File: src/rtl/serial_arith_pkg.sv
// Shared encodings for the digit-serial adder/subtractor.
// Operation modes and control-state values live here.
package serial_arith_pkg;

    typedef enum logic [1:0] {
        MODE_ADD  = 2'd0,
        MODE_ADDC = 2'd1,
        MODE_SUB  = 2'd2,
        MODE_RSUB = 2'd3
    } mode_e;

    typedef enum logic [1:0] {
        IDLE = 2'd0,
        ADD  = 2'd1,
        DONE = 2'd2
    } state_e;

endpackage

File: src/rtl/serial_addsub_pipe_if.sv
// Request/result handshake bundle for serial_addsub_pipe.
// master drives requests and consumes results; slave is the block.
interface serial_addsub_pipe_if #(
    parameter int WIDTH = 8
);
    logic             in_valid;
    logic             in_ready;
    logic [1:0]       mode;
    logic             cin;
    logic [WIDTH-1:0] a;
    logic [WIDTH-1:0] b;
    logic             out_valid;
    logic             out_ready;
    logic [WIDTH-1:0] sum;
    logic             cout;
    logic             ovf;

    modport master (
        output in_valid, mode, cin, a, b, out_ready,
        input  in_ready, out_valid, sum, cout, ovf
    );

    modport slave (
        input  in_valid, mode, cin, a, b, out_ready,
        output in_ready, out_valid, sum, cout, ovf
    );
endinterface

File: src/rtl/serial_digit_adder.sv
// Combinational DIGIT-bit ripple adder.
// Also exposes the carry into its top bit for overflow detection.
module serial_digit_adder #(
    parameter int DIGIT = 1
) (
    input  logic [DIGIT-1:0] a,
    input  logic [DIGIT-1:0] b,
    input  logic             cin,
    output logic [DIGIT-1:0] sum,
    output logic             cout,
    output logic             c_msb
);
    logic [DIGIT:0] w_c;

    // Ripple the carry through each bit of the digit
    always_comb begin
        w_c    = '0;
        sum    = '0;
        w_c[0] = cin;
        for (int i = 0; i < DIGIT; i++) begin
            sum[i]   = a[i] ^ b[i] ^ w_c[i];
            w_c[i+1] = (a[i] & b[i]) | (w_c[i] & (a[i] ^ b[i]));
        end
    end

    assign cout  = w_c[DIGIT];
    assign c_msb = w_c[DIGIT-1];
endmodule

File: src/rtl/serial_addsub_pipe.sv
// Digit-serial add/subtract unit, WIDTH/DIGIT cycles per operation.
// Operands are latched on accept and consumed LSB digit first.
module serial_addsub_pipe #(
    parameter int WIDTH = 8,
    parameter int DIGIT = 1
) (
    input  logic                 clk,
    input  logic                 rst,
    serial_addsub_pipe_if.slave  bus,
    output logic                 busy
);
    import serial_arith_pkg::*;

    localparam int NDIG  = WIDTH / DIGIT;
    localparam int CNT_W = (NDIG > 1) ? $clog2(NDIG) : 1;

    if (WIDTH < 2 || DIGIT < 1 || DIGIT > WIDTH
        || (WIDTH % DIGIT) != 0) begin : g_bad_param
        $error("serial_addsub_pipe: bad WIDTH/DIGIT");
    end

    state_e           r_state;
    state_e           w_state_nxt;
    logic [CNT_W-1:0] r_cnt;
    logic             r_carry;
    logic [WIDTH-1:0] r_a;
    logic [WIDTH-1:0] r_b;
    logic [WIDTH-1:0] r_sum;
    logic             r_cout;
    logic             r_ovf;

    logic             w_in_ready;
    logic             w_accept;
    logic             w_last;
    logic [WIDTH-1:0] w_a_load;
    logic [WIDTH-1:0] w_b_load;
    logic             w_c_load;
    logic [DIGIT-1:0] w_dsum;
    logic             w_dcout;
    logic             w_dcmsb;
    logic [WIDTH-1:0] w_sum_shift;

    assign w_in_ready = (r_state == IDLE)
                     || (r_state == DONE && bus.out_ready);
    assign w_accept   = bus.in_valid && w_in_ready;
    assign w_last     = (r_cnt == CNT_W'(NDIG - 1));

    // Map the requested mode onto a plain add of (a_reg + b_reg + carry)
    always_comb begin
        w_a_load = bus.a;
        w_b_load = bus.b;
        w_c_load = 1'b0;
        unique case (mode_e'(bus.mode))
            MODE_ADD: begin
                w_c_load = 1'b0;
            end
            MODE_ADDC: begin
                w_c_load = bus.cin;
            end
            MODE_SUB: begin
                w_b_load = ~bus.b;
                w_c_load = 1'b1;
            end
            MODE_RSUB: begin
                w_a_load = bus.b;
                w_b_load = ~bus.a;
                w_c_load = 1'b1;
            end
        endcase
    end

    serial_digit_adder #(
        .DIGIT (DIGIT)
    ) u_digit (
        .a     (r_a[DIGIT-1:0]),
        .b     (r_b[DIGIT-1:0]),
        .cin   (r_carry),
        .sum   (w_dsum),
        .cout  (w_dcout),
        .c_msb (w_dcmsb)
    );

    if (DIGIT == WIDTH) begin : g_full
        assign w_sum_shift = w_dsum;
    end else begin : g_part
        assign w_sum_shift = {w_dsum, r_sum[WIDTH-1:DIGIT]};
    end

    // Control state register
    always_ff @(posedge clk or negedge rst) begin
        if (!rst) begin
            r_state <= IDLE;
        end else begin
            r_state <= w_state_nxt;
        end
    end

    // Next-state: DONE may hand straight over to a new ADD
    always_comb begin
        w_state_nxt = r_state;
        unique case (r_state)
            IDLE: begin
                if (w_accept) w_state_nxt = ADD;
            end
            ADD: begin
                if (w_last) w_state_nxt = DONE;
            end
            DONE: begin
                if (bus.out_ready) begin
                    w_state_nxt = w_accept ? ADD : IDLE;
                end
            end
            default: w_state_nxt = IDLE;
        endcase
    end

    // Operand load on accept, then one digit per cycle while in ADD
    always_ff @(posedge clk or negedge rst) begin
        if (!rst) begin
            r_cnt   <= '0;
            r_carry <= 1'b0;
            r_a     <= '0;
            r_b     <= '0;
            r_sum   <= '0;
            r_cout  <= 1'b0;
            r_ovf   <= 1'b0;
        end else if (w_accept) begin
            r_cnt   <= '0;
            r_carry <= w_c_load;
            r_a     <= w_a_load;
            r_b     <= w_b_load;
            r_sum   <= '0;
            r_cout  <= 1'b0;
            r_ovf   <= 1'b0;
        end else if (r_state == ADD) begin
            r_a     <= r_a >> DIGIT;
            r_b     <= r_b >> DIGIT;
            r_sum   <= w_sum_shift;
            r_carry <= w_dcout;
            r_cnt   <= r_cnt + CNT_W'(1);
            if (w_last) begin
                r_cout <= w_dcout;
                r_ovf  <= w_dcmsb ^ w_dcout;
            end
        end
    end

    assign bus.in_ready  = w_in_ready;
    assign bus.out_valid = (r_state == DONE);
    assign bus.sum       = r_sum;
    assign bus.cout      = r_cout;
    assign bus.ovf       = r_ovf;
    assign busy          = (r_state == ADD);
endmodule

File: src/flat_wrapper.sv
// flat-port wrapper written by rule: the top's interface ports become plain ports
module serial_addsub_pipe_flat import serial_arith_pkg::*;
#(
    parameter int WIDTH = 8,
    parameter int DIGIT = 1
)
  (clk, rst, busy, bus_in_valid, bus_mode, bus_cin, bus_a, bus_b, bus_out_ready, bus_in_ready, bus_out_valid, bus_sum, bus_cout, bus_ovf);
  serial_addsub_pipe_if #(.WIDTH(WIDTH)) bus_i ();
  input  logic clk;
  input  logic rst;
  output logic busy;
  input wire logic [$bits(bus_i.in_valid)-1:0] bus_in_valid;
  input wire logic [$bits(bus_i.mode)-1:0] bus_mode;
  input wire logic [$bits(bus_i.cin)-1:0] bus_cin;
  input wire logic [$bits(bus_i.a)-1:0] bus_a;
  input wire logic [$bits(bus_i.b)-1:0] bus_b;
  input wire logic [$bits(bus_i.out_ready)-1:0] bus_out_ready;
  output wire logic [$bits(bus_i.in_ready)-1:0] bus_in_ready;
  output wire logic [$bits(bus_i.out_valid)-1:0] bus_out_valid;
  output wire logic [$bits(bus_i.sum)-1:0] bus_sum;
  output wire logic [$bits(bus_i.cout)-1:0] bus_cout;
  output wire logic [$bits(bus_i.ovf)-1:0] bus_ovf;
  assign bus_i.in_valid = bus_in_valid;
  assign bus_i.mode = bus_mode;
  assign bus_i.cin = bus_cin;
  assign bus_i.a = bus_a;
  assign bus_i.b = bus_b;
  assign bus_i.out_ready = bus_out_ready;
  assign bus_in_ready = bus_i.in_ready;
  assign bus_out_valid = bus_i.out_valid;
  assign bus_sum = bus_i.sum;
  assign bus_cout = bus_i.cout;
  assign bus_ovf = bus_i.ovf;
  serial_addsub_pipe #(.WIDTH(WIDTH), .DIGIT(DIGIT)) u_core (.clk(clk), .rst(rst), .bus(bus_i), .busy(busy));
endmodule
File: config.mk
export PLATFORM = sky130hd
export DESIGN_NAME = serial_addsub_pipe_flat
export DESIGN_NICKNAME = d
export VERILOG_FILES = /design/src/rtl/serial_arith_pkg.sv /design/src/rtl/serial_addsub_pipe_if.sv /design/src/rtl/serial_digit_adder.sv /design/src/rtl/serial_addsub_pipe.sv /design/src/flat_wrapper.sv
export SDC_FILE = /design/constraint.sdc
export NUM_CORES = 1
export LEC_CHECK = 0
export BUFFER_PORTS_ARGS = -buffer_cell sky130_fd_sc_hd__buf_2
export CORE_MARGIN = 2
export CORE_UTILIZATION = 54
export CTS_CLUSTER_SIZE = 8
export DETAILED_ROUTE_END_ITERATION = 8
export PLACE_DENSITY = 0.81
export SETUP_SLACK_MARGIN = 0.15
export SLEW_MARGIN = 30
export SYNTH_ARGS = -nofsm -noshare
export SYNTH_HDL_FRONTEND = slang
export SYNTH_SLANG_ARGS = --single-unit
File: constraint.sdc
create_clock -name clk -period 1.8 [get_ports clk]
set_input_delay 0.18 -clock clk [delete_from_list [all_inputs] [get_ports clk]]
set_output_delay 0.18 -clock clk [all_outputs]
set_load 0.05 [all_outputs]
==> run summary, run 1 <==
The floorplan row count is 20. For this block, the routed nets add up to 3460 um of wire. Summed over all layers, the global routing overflow is 0. The largest fanout of any net on the critical path was 17; the initial core utilization was 57.6%.

IR analysis of the VDD net gives a maximum drop of 0.719 mV. The minimum clock period after layout was 1.51 ns; the overall via count from detail_route was 1309. The source-to-sink clock delay at the later pin of the worst-skew pair is 0.34 ns. In this run the worst hold path is classified as in2reg. The layout overhead on the synthesized area was 13.6%; the die width was 61.3 um. The final-report max-slew violation count was 0; the number of setup buffers added after CTS was 0.

The vertical die dimension was 61.3 um. The synthesized netlist occupies a cell area of 1770 sq um. The number of fill cells was 255; the number of hold violations in the final report was 0. The via count of the first global-routing pass is 1306.

TritonCTS built the clock tree. The synthesized net count was 184. Counting flops with a built-in enable in the synthesized netlist gives 0. The simple-gate share of the synthesized area works out to 10.5%. Count of antenna-violating nets left after detailed routing: 0. The wire-length estimate of the detail-placed layout is 2550 um. The synthesized netlist devotes 6.28% of its cell area to compound gates. In this run the power density over the cells is 1650 nW/um^2. Dividing the detail-routed wire length by the instance count gives 14.5 um.

The gate count of the mapped netlist was 158; the total of buffers placed on input and output ports was 35. In the final layout, the multi-input gates occupy 878 sq um. For the clock tree skew after final layout, the log shows 0.0157 ns.

The flow ran to the end, and the final reports show no timing, DRC or antenna violations. The finished layout cell area was 2010 sq um. STA classifies the critical path endpoint as an output pin. The number of antenna cells inserted is 0.

The die covers 3760 sq um. The proportion of synthesized area in mux cells was 28.5%; the required time of the worst setup path was 1.62 ns. Dividing the final minimum period by the clock period gives 83.7%.

The area of placed instances is 1950 sq um, and the average instance area after synthesis is 11.2 sq um. The type of element launching the critical path is a flop. Setup repair after global routing left no endpoint under its margin. At the pin with the least slew margin, the transition time is 0.696 ns. The logs give 1.01 nW for the cell leakage power and 26 for the unique cell type count in the Yosys netlist. In the final layout, flip-flops and latches occupy 801 sq um.

Fraction of layout instances using a drive strength above 1: 25.6%. The number of iterations in the first detailed-routing pass was 5. After synthesis the netlist holds a flip-flop and latch count of 32.

The worst pin sits at a relative slew slack of 53.6%. The primary flip-flop cell chosen by synthesis mapping is dfrtp_1. The initial antenna violation count came out at 0. The floorplan step defined a core boundary enclosing 3080 sq um. The setup path with the least slack is of type reg2out.

The detailed router finished its first iteration with 48 violations. For this run, asynchronously set or reset flops after synthesis account for 100%. The logs give 32 for the clock net sink count and 0 for the yosys synthesis warning count. The area fraction of the dominant cell type after synthesis is 45.2%, and the global-route usage over all layers is 21.1%. Count of boundary I/O pins: 36. Counting along the longest clock path gives a buffer depth of 2. Dividing the detail-routed via count by the number of cells gives 5.48. The fraction of the mapped netlist area in adder cells is 2.54%. In the routed design, unresolved DRC markers number 0. The biggest area contributor in the post-synthesis netlist is dfrtp_1. Entering global routing, the biggest net connects 33 pins. The logs give 1.33 ns for the endpoint arrival time on the critical path and 5620 um for the global-route wire length before repair.

The synthesized netlist devotes 0.988% of its cell area to XOR and XNOR gates. The congestion estimate from routability-driven global placement came to 0.754. Clock-pin slew was measured on the worst setup and hold paths at 0.09 ns.

The final-stage net count is 221, and the number of CTS-inserted buffers is 5. The sum of negative setup slack is 0 ns. The master cell of the clock root buffer is clkbuf_4.

Based on the critical path, the design can be clocked at up to 0.663 GHz. The tools report the portion of the post-synthesis area used by sequential elements as 45.2%. Setup violations remaining at the end of the flow were counted as 0. By area the synthesized netlist is led by dfrtp_1 (45%), mux2i_1 (28%), nand2_1 (5.5%), buf_6 (3.8%), a21oi_1 (3.7%). The count of H-tree levels built during CTS was 2; the count of max-cap constraint violations was 0.

The largest family of logic cells by synthesized area was multiplexers.
[kinds of logic after synthesis]
family | Yosys count
buf+inv | 14
mux | 50
xor+xnor | 2
simple gates | 38
compound gates | 19
flops | 32
fa+ha+maj | 3
[power by group]
part           switching (mW)  internal, mW  leakage [nW]
clock network           0.241         0.144        0.0281
registers               0.217          1.04         0.410
logic                    1.09         0.596         0.572
[cell usage after synthesis (2+ instances only)]
| library cell | number |
|---|---|
| nand2b_1 | 3 |
| ha_1 | 2 |
| nand2_1 | 26 |
| buf_2 | 2 |
| o221ai_1 | 2 |
| mux2i_1 | 49 |
| a21oi_1 | 13 |
| nor2_1 | 2 |
| o21ai_0 | 2 |
| inv_1 | 4 |
| dfrtp_1 | 32 |
| nand3_1 | 2 |
| buf_6 | 6 |
[registers in the layout, summed over array words and instances, names as in the netlist]
name,count
u_core.bus.cout,1
u_core.r_carry,1
u_core.r_b,8
u_core.bus.sum,8
u_core.bus.ovf,1
u_core.r_cnt,3
u_core.r_a,8
u_core.r_state,2
[path summary, 6_finish.rpt]
kind / cells past startpoint / to / slack (ns) / from
max: 3 / busy / 0.29 / u_core.r_state[0]
min: 2 / u_core.r_state[1] / 0.07 / bus_out_ready
max reg2reg: 4 / u_core.bus.ovf / 0.38 / u_core.r_a[0]
min reg2reg: 2 / u_core.r_b[0] / 0.50 / u_core.r_b[1]
max in group asynchronous: 2 / u_core.r_cnt[0] / 0.92 / rst
min in group asynchronous: 2 / u_core.r_b[6] / 0.41 / rst
[final cells by class]
cell class,instances,share of cell area [%]
multi-input cells,112,43.6
repair buffers,39,10.4
inverters,5,1.18
flip-flops and latches,32,39.8
clock buffers,6,2.05
well taps,44,2.73
clock inverters,1,0.248
[critical path: stages, from the launching register on]
cell	delay [ns]
dfrtp_1	0.51
nand2b_4	0.10
clkinv_4	0.13
clkbuf_4	0.25
[metrics by stage]
| step | util, % | total power, mW | setup slack, ns | hold slack [ns] | instances |
|---|---|---|---|---|---|
| 2_1_floorplan | - | 2.62 | 0.471 | -0.116 | 158 |
| 3_3_place_gp | 63.2 | 2.85 | 0.434 | 0.253 | 231 |
| 3_5_place_dp | 63.2 | 2.95 | 0.335 | 0.270 | 231 |
| 4_1_cts | 65.0 | 3.33 | 0.155 | 0.0732 | 239 |
| 5_1_grt | 65.4 | 3.59 | 0.242 | 0.0788 | 239 |
| 6_report | 65.4 | 3.33 | 0.293 | 0.0737 | 239 |
[layout by cell type (no fill, tap or decap), types with 2 or more instances in the layout]
cell type and instances:
a21oi_1 13, buf_2 34, buf_4 3, clkbuf_4 6
dfrtp_1 32, ha_1 2, inv_1 4, mux2i_1 49
nand2_1 26, nand2b_1 2, nand3_1 2, nor2_1 2
o21ai_0 2, o221ai_1 2
[metal layers]
metal / up-vias / part of all wire (%) / GRT usage (%)
li1: 625 / - / -
met1: 636 / 40 / 23.6
met2: 44 / 54 / 38.8
met3: 4 / 5.6 / 6.51
met4: 0 / 0.69 / 5.59
met5: - / 0 / 0
[what timing repair did]
item	CTS	global route
hold buffers	1	0
endpoints found under the setup margin	0	1
hold endpoints to repair	32	0
gates resized for setup	0	3
Note: power is estimated with default switching activity, not from simulation.
==> inputs of run 2 (changes only) <==
--- a/config.mk
+++ b/config.mk
@@ -5,12 +5,13 @@
 export SDC_FILE = /design/constraint.sdc
 export NUM_CORES = 1
 export LEC_CHECK = 0
+export ABC_AREA = 1
 export BUFFER_PORTS_ARGS = -buffer_cell sky130_fd_sc_hd__buf_2
 export CORE_MARGIN = 2
-export CORE_UTILIZATION = 54
+export CORE_UTILIZATION = 49
 export CTS_CLUSTER_SIZE = 8
 export DETAILED_ROUTE_END_ITERATION = 8
-export PLACE_DENSITY = 0.81
+export PLACE_DENSITY = 0.77
 export SETUP_SLACK_MARGIN = 0.15
 export SLEW_MARGIN = 30
 export SYNTH_ARGS = -nofsm -noshare
==> constraint.sdc (replaced) <==
create_clock -name clk -period 1.2 [get_ports clk]
set_input_delay 0.12 -clock clk [delete_from_list [all_inputs] [get_ports clk]]
set_output_delay 0.12 -clock clk [all_outputs]
set_load 0.05 [all_outputs]
==> run 2 against run 1 <==
Against the previous run:
- the flow now finishes with violations (setup timing)
- first-iteration DRC count increased by 67%
- utilization grew 9.1 points
- area after synthesis up 5.9%
- combinational power increased to 2.5 times the previous value
- synthesized cell count is 70% higher
- flip-flop and latch count unchanged
- worst setup slack worse by 0.39 ns
- sequential share of layout area fell by 10 points
- power grew 110%
- register-to-register slack got worse by 0.48 ns
- critical path depth up 1
- critical path type is now reg2reg
- largest cell class unchanged
- largest power group unchanged
==> run summary, run 2 <==
The flow ran to the end, but the final reports show violations. The final reports fail on setup timing. The clock net sink count came out at 32 (unchanged).

The count of antenna-violating nets left after detailed routing was 0 (unchanged). Number of iterations in the first detailed-routing pass: 4 (-1). Net switching fraction of the power: 45.2% (-1.3 points). In the synthesized netlist, the cells that appear most often are nand2_1 (105), nand3_1 (43), dfrtp_1 (32).

The layout overhead on the synthesized area was 45.2%; the global-route wire length before repair was 7410 um (+32%). The tools report the count of boundary I/O pins as 36 (unchanged). The worst path uses 108% of the clock period.

Total global routing overflow: 0 (unchanged). The tools report the finished layout cell area as 2730 sq um (+35%). For the maximum vdd drop, the log shows 0.929 mV (+29%). The setup path with the least slack is of type reg2reg. The largest total area in the synthesized netlist belongs to dfrtp_1. The number of CTS-inserted buffers was 5 (unchanged); the count of H-tree levels built during CTS was 2 (unchanged).

The run gives 2 (unchanged) as the maximum root-to-sink buffer count. For the iteration-0 DRC count of the detailed router, the log shows 80 (+67%). For the yosys synthesis warning count, the log shows 0 (unchanged). TritonCTS built the clock tree. For the endpoint arrival time on the critical path, the log shows 1.52 ns (+0.19 ns). The logs give 0.735 (-2.5%) for the final weighted congestion in routability-driven placement and 26.3% (-11 points) for the portion of total power attributed to sequential cells. Leaving out fill and tap cells, the most frequent cells in the layout are nand2_1 (76), dfrtp_1 (31), nand3_1 (25), nand2_2 (24), inv_1 (23). The tightest min-delay check is of the in2reg type.

The number of cells on the worst reg-to-reg path came out at 4 (unchanged). The logs give 14.3% (+2.8 points) for the clock share of power and 0.00410 ns (-0.0116 ns) for the clock tree skew after final layout. Worst slew slack as a fraction of its limit: 73.4% (+20 points).

In the post-synthesis netlist, the biggest area contributors are dfrtp_1 (43%), nand2_1 (21%), nand3_1 (11%), inv_1 (6.0%), nor2_1 (4.0%). The startpoint identified for the worst register-to-register timing path is u_core.r_b[0]. The fraction of layout instances using a drive strength above 1 came out at 41.9% (+16 points). The synthesized net count is 295 (+60%), and the total of buffers placed on input and output ports is 35 (unchanged). Endpoint of the worst setup timing path: u_core.bus.ovf. The ratio of routed vias to standard cells works out to 5.05 (-7.8%). For the number of antenna cells inserted, the log shows 0 (unchanged). The signal on the critical path passes through fa_2, xor2_1, nand2_1, a21oi_1.

Yosys instantiated no cell more often than nand2_1. The routed length per placed instance is 13.1 um (-9.5%), and the via count of the first global-routing pass is 1675 (+28%). Setup repair after global routing could not meet its margin everywhere. Among all flip-flop cells after synthesis, the most frequent one is dfrtp_1.

Number of DRC violations after detailed routing: 0 (unchanged). The largest net degree at the start of global routing was 33 (unchanged). The fraction of registers with async set or reset after synthesis works out to 100% (unchanged). The worst setup path is launched from a flop.

The wire length after detailed routing came out at 4850 um (+40%). The final-stage net count was 347 (+57%); the count of flip-flops with a built-in enable after synthesis was 0 (unchanged). Leaving out fill and tap cells, the most frequent cell in the layout is nand2_1.

Counting I/O delays and the setup requirement, the final critical path takes 1.30 ns. The global-route usage over all layers is 22.4% (+1.3 points), and the clock slew seen by the registers of the worst setup and hold paths is 0.07 ns (-0.02 ns). The slack of the worst reg-to-reg path was -0.1 ns (-0.48 ns). The count of max-cap constraint violations is 0 (unchanged), and the number of hold violations in the final report is 0 (unchanged). The power per unit of standard cell area was 2620 nW/um^2 (+59%). The gate count of the mapped netlist came out at 269 (+70%). STA classifies the critical path endpoint as a flop.

The largest fanout of any net on the critical path came out at 3 (-14). The floorplan row count came out at 22 (+10%). For the timing-limited maximum frequency, the log shows 0.770 GHz. The vertical die dimension came out at 65.9 um (+7.5%). The full die area was 4340 sq um (+16%). The placeable core region came out at 3660 sq um (+19%).

The run gives 0 (unchanged) as the initial antenna violation count. The most critical setup path has its startpoint at u_core.r_b[0]. Design internal power: 3.92 mW (+120%).

Combinational power share: 59.4% (+8.8 points). The tools report the overall via count from detail_route as 1868 (+43%). The transition time of the tightest slew-check pin was 0.400 ns (-0.296 ns); the cell leakage power was 1.50 nW (+48%). The detailed placer's ending HPWL was 2680 um (+5.2%).

The source-to-sink clock delay at the later pin of the worst-skew pair was 0.29 ns (-0.05 ns). The run gives 7.16 mW (+110%) as the overall power of the completed layout. The tools report the area of placed instances as 2190 sq um (+13%).

Among all stages on the critical path, the largest delay is contributed by fa_2. The flip-flop and latch count after synthesis works out to 32 (unchanged). The net switching power is 3.24 mW (+110%), and the area fraction of the dominant cell type after synthesis is 42.6% (-2.5 points). The minimum setup slack in the final design came out at -0.0982 ns (-0.391 ns). The tree is rooted in a clkbuf_8.

The tools report the unique cell type count in the Yosys netlist as 20 (-23%). Reg-to-reg endpoint: u_core.bus.ovf. The run gives 51.3% (-6.3 points) as the initial core utilization. The cell area after synthesis is 1880 sq um (+5.9%), and the required time of the worst setup path is 1.42 ns (-0.20 ns). The die width was 65.9 um (+7.5%).

The portion of the post-synthesis area used by sequential elements is 42.6% (-2.5 points). Count of final setup violators: 22 (+22). The average instance area after synthesis came out at 6.98 sq um (-38%). The delay of the slowest cell on the worst path was 0.43 ns (-0.08 ns).

The tools report the final-report max-slew violation count as 0 (unchanged).
==> run 2: worst min-delay path by stage <==
stage                  start           endpoint  slack [ns]  cells past startpoint
2_1_floorplan            rst    u_core.bus.cout       -0.18                      0
3_3_place_gp             rst      u_core.r_b[2]        0.16                      2
3_5_place_dp             rst      u_core.r_b[3]        0.16                      2
4_1_cts        bus_out_ready  u_core.r_state[1]        0.10                      4
5_1_grt        bus_out_ready  u_core.r_state[1]        0.16                      4
6_report       bus_out_ready  u_core.r_state[1]        0.13                      4
==> run 2: timing repair <==
| item | CTS | global route |
|---|---|---|
| setup endpoints to repair | 34 | 42 |
| gates cloned | 2 | 1 |
| hold buffers | 1 | 0 |
| setup buffers | 7 | 1 |
| hold endpoints to repair | 32 | 0 |
| gates resized for setup | 39 | 56 |
| pin swaps | 16 | 12 |
==> run 2: through the flow <==
step	utilization [%]	setup slack [ns]	cells	hold WS (ns)	TNS, ns
after floorplan	-	0.0394	269	-0.176	0
after detailed placement	59.8	-0.0160	350	0.159	-0.0160
after global placement	59.8	0.0259	350	0.158	0
final	74.5	-0.0982	370	0.130	-0.814
after CTS	69.0	-0.0626	368	0.100	-0.306
after global routing	74.5	-0.135	370	0.160	-1.82
==> run 2: power groups by stage <==
| stage | Clock [mW] | Combinational [mW] | Sequential, mW |
|---|---|---|---|
| 3_3_place_gp | 0 | 2.88 | 1.84 |
| 4_1_cts | 1.03 | 3.61 | 1.83 |
| 2_1_floorplan | 0 | 1.83 | 2.32 |
| 5_1_grt | 1.08 | 4.61 | 1.92 |
| 3_5_place_dp | 0 | 2.94 | 1.84 |
| 6_report | 1.02 | 4.25 | 1.88 |
==> run 2: cell families (layout without fill, tap and decap cells) <==
kind of cell | Yosys count | count (layout) | share of synthesized area (%)
and+or+nand+nor | 175 | 176 | 39.4
buffers and inverters | 45 | 97 | 11.5
DFF | 32 | 32 | 42.6
AOI/OAI and AO/OA | 12 | 12 | 3.20
adders and majority gates | 3 | 3 | 2.40
xor gates and xnor gates | 2 | 2 | 0.933
==> run 2: final cells by class <==
class                      count  area (sq um)
inverter                      33           131
fill                         271           933
sequential                    32           802
clock inverter                 2          35.0
tap                           48          60.1
multi-input combinational    193          1130
timing repair buffer          56           500
clock buffer                   6          72.6
==> run 2: worst max-delay path: cells and delay by family, from the launching register on <==
kind,cells,cell delay [ns]
XOR/XNOR,1,0.18
AND/OR/NAND/NOR,1,0.07
flip-flops,1,0.41
adder cells (fa/ha/maj),1,0.43
AO/OA/AOI/OAI,1,0.13
==> run 2: routing by layer <==
| layer | track usage [%] | vias up | part of all wire, % |
|---|---|---|---|
| li1 | - | 939 | - |
| met1 | 26.8 | 863 | 43 |
| met2 | 39.5 | 56 | 51 |
| met3 | 4.77 | 10 | 3.6 |
| met4 | 7.81 | 0 | 2.1 |
| met5 | 0 | - | 0 |
==> inputs of run 3 (changes only) <==
==> constraint.sdc (replaced) <==
create_clock -name clk -period 1.2 [get_ports clk]
set_input_delay 0.18 -clock clk [delete_from_list [all_inputs] [get_ports clk]]
set_output_delay 0.18 -clock clk [all_outputs]
set_load 0.05 [all_outputs]
==> run 3 against run 2 <==
Against the previous run:
- the run still ends with setup timing left
- worst hold slack gained 0.044 ns
- sequential share of layout area rose by 1.1 points
- combinational power fell by 5.6%
- final area fell by 3.6%
- non-clock buffer count grew 6
- clock power shrank 15%
- utilization is 2.7 points lower
- wire length fell by 7.9%
- critical endpoint unchanged
- largest power group unchanged
- highest routed layer unchanged
==> run summary, run 3 (synthesized netlist as in run 2, its figures left out) <==
The met3 routing resource usage after global routing is 4.94% (+0.17 points). The required time of the worst setup path was 1.42 ns (about the same); the number of standard cells in the final layout excluding fillers was 375 (+1.4%). The library cells used most frequently in the layout, excluding fill and tap cells, are nand2_1 (96), nand3_1 (37), dfrtp_1 (31), inv_1 (29), buf_2 (22).

CTS placed an instance of clkbuf_8 at the clock tree root. The run gives 3660 sq um (unchanged) as the placeable core region. The worst slew slack as a fraction of its limit was 73.8% (+0.47 points).

Overall via count from detail_route: 1821 (-2.5%). The global-route wire length before repair was 7280 um (-1.8%). The routed length per placed instance came out at 11.9 um (-9.1%). The clock slew seen by the registers of the worst setup and hold paths is 0.07 ns (about the same), and the count of H-tree levels built during CTS is 2 (unchanged).

The number of antenna cells inserted came out at 0 (unchanged). The count of antenna-violating nets left after detailed routing is 0 (unchanged), and the largest fanout of any net on the critical path is 2 (-1). The type of the tightest min-delay check was in2reg. The source-to-sink clock delay at the later pin of the worst-skew pair was 0.29 ns (about the same). The minimum clock period after layout works out to 1.29 ns (-0.00428 ns). The vertical die dimension was 65.9 um (unchanged). The ratio of routed vias to standard cells is 4.86 (-3.8%), and the final-stage net count is 352 (+1.4%). Via count of the first global-routing pass: 1633 (-2.5%). The logs give 74 (-7.5%) for the iteration-0 DRC count of the detailed router and 22 (unchanged) for the floorplan row count.

The logs give 0.884 mV (-4.7%) for the maximum vdd drop and 28.2% (+1.3 points) for the met1 track utilization from global routing. The post-route fraction of the period consumed by the critical path was 108% (-0.36 points). Leaving out fill and tap cells, the most frequent cell in the layout is nand2_1. Timing-limited maximum frequency: 0.773 GHz (+0.33%).

The tools report the setup slack after placement as -0.0620 ns (-0.0459 ns). The minimum setup slack in the final design was -0.0939 ns (+0.00428 ns); the final weighted congestion in routability-driven placement was 0.752 (+2.4%). The total global routing overflow was 0 (unchanged).

The number of fill cells came out at 298 (+10%). The clock tree skew after final layout is 0.00914 ns (+0.00504 ns). The tools report the global-route usage over all layers as 22.4% (+0.033 points). The most used routing layer in global routing is met2.

The tools report the detailed placer's ending HPWL as 2780 um (+3.6%). The full die area was 4340 sq um (unchanged); the layout overhead on the synthesized area was 40.0%. The worst setup path is of the reg2reg kind. The run gives 353 (+0.86%) as the total instance count after detailed placement. The initial core utilization is 51.3% (unchanged), and the power per unit of standard cell area is 2570 nW/um^2 (-2.2%). The number of hold violations in the final report is 0 (unchanged), and the wire length after detailed routing is 4470 um (-7.9%).

The logs give 32 (unchanged) for the clock net sink count and 975 sq um (-13%) for the area used by multi-input combinational logic. Final standard cell utilization of the core: 71.8% (-2.7 points). The flow ran to the end, but the final reports show violations. The final reports fail on setup timing.

The largest net degree at the start of global routing was 33 (unchanged). The number of iterations in the first detailed-routing pass was 4 (unchanged). For the endpoint arrival time on the critical path, the log shows 1.51 ns (about the same).

STA classifies the critical path endpoint as a flop. For the number of DRC violations after detailed routing, the log shows 0 (unchanged). The total of buffers placed on input and output ports is 35 (unchanged), and the fraction of layout instances using a drive strength above 1 is 30.9% (-11 points). The tools report the maximum root-to-sink buffer count as 2 (unchanged). For the count of boundary I/O pins, the log shows 36 (unchanged).

The sequential standard cell area is 802 sq um (unchanged). The transition time of the tightest slew-check pin was 0.393 ns (-0.00706 ns); the cell leakage power was 1.47 nW (-1.8%). STA classifies the critical path startpoint as a flop.

The number of CTS-inserted buffers was 5 (unchanged); the die width was 65.9 um (unchanged). The final-report max-slew violation count was 0 (unchanged). The global routing met2 resource utilization was 37.0% (-2.5 points). The tools report the initial antenna violation count as 0 (unchanged).

TritonCTS built the clock tree. The run gives 0.174 ns (+0.0440 ns) as the final worst hold slack. Setup repair after global routing could not meet its margin everywhere. The count of max-cap constraint violations was 0 (unchanged); the count of final setup violators was 18 (-18%).
==> run 3: changes by cell type in the layout (fill, tap and decap cells not counted), sizes merged <==
cell      previous run  this run
buf                 47        60
nand3               45        44
bufinv               1         0
inv                 33        32
clkinvlp             0         1
bufbuf               0         1
clkbuf              14         7
==> run 3: timing repair <==
item | CTS | global route
pin swaps | 4 | 8
setup buffers | 5 | 6
setup endpoints to repair | 44 | 44
hold buffers | 1 | 0
gates cloned | 2 | 0
endpoints found under the hold margin | 32 | 0
resized for setup | 33 | 21
==> run 3: area by class of cell <==
| cell class | count | share of cell area (%) |
|---|---|---|
| multi-input combinational | 192 | 37.1 |
| tap | 48 | 2.28 |
| sequential | 32 | 30.5 |
| timing repair buffer | 62 | 21.4 |
| clock buffer | 7 | 3.28 |
| clock inverter | 1 | 0.285 |
| inverter | 33 | 5.19 |
==> run 3: per-layer routing <==
metal	part of all wire, %	routed length, um
met5	0	0
met1	43	1930
met4	2.7	121
met3	4.9	221
met2	49	2190
==> run 3: stage by stage <==
step	instance area, sq um	total power [mW]	TNS, ns
after global routing	2630	7.23	-2.25
after floorplan	1960	4.14	0
final	2630	6.75	-0.580
after global placement	2210	4.75	0
after CTS	2530	6.42	-0.975
after detailed placement	2210	4.82	-0.0620
==> run 3: worst max-delay path, stage by stage, from the launching register on <==
cell and delay, ns:
dfrtp_1 0.42, fa_2 0.42, xor2_1 0.17, nand2_1 0.08, a21oi_1 0.14
==> run 3: path summary, 6_finish.rpt <==
check / slack (ns) / cells after the start / end / start
setup / recovery: -0.09 / 4 / u_core.bus.ovf / u_core.r_carry
min in group asynchronous: 0.45 / 3 / u_core.r_b[2] / rst
hold / removal: 0.17 / 4 / u_core.r_state[1] / bus_out_ready
setup reg to reg: -0.09 / 4 / u_core.bus.ovf / u_core.r_carry
hold reg to reg: 0.48 / 2 / u_core.r_b[6] / u_core.r_b[7]
max in group asynchronous: 0.44 / 3 / u_core.r_state[1] / rst
==> run 3: where the power goes <==
group / switching, mW / leakage, nW / internal [mW]
sequential: 0.338 / 0.412 / 1.54
combinational: 2.21 / 1.02 / 1.80
clock: 0.400 / 0.0445 / 0.465
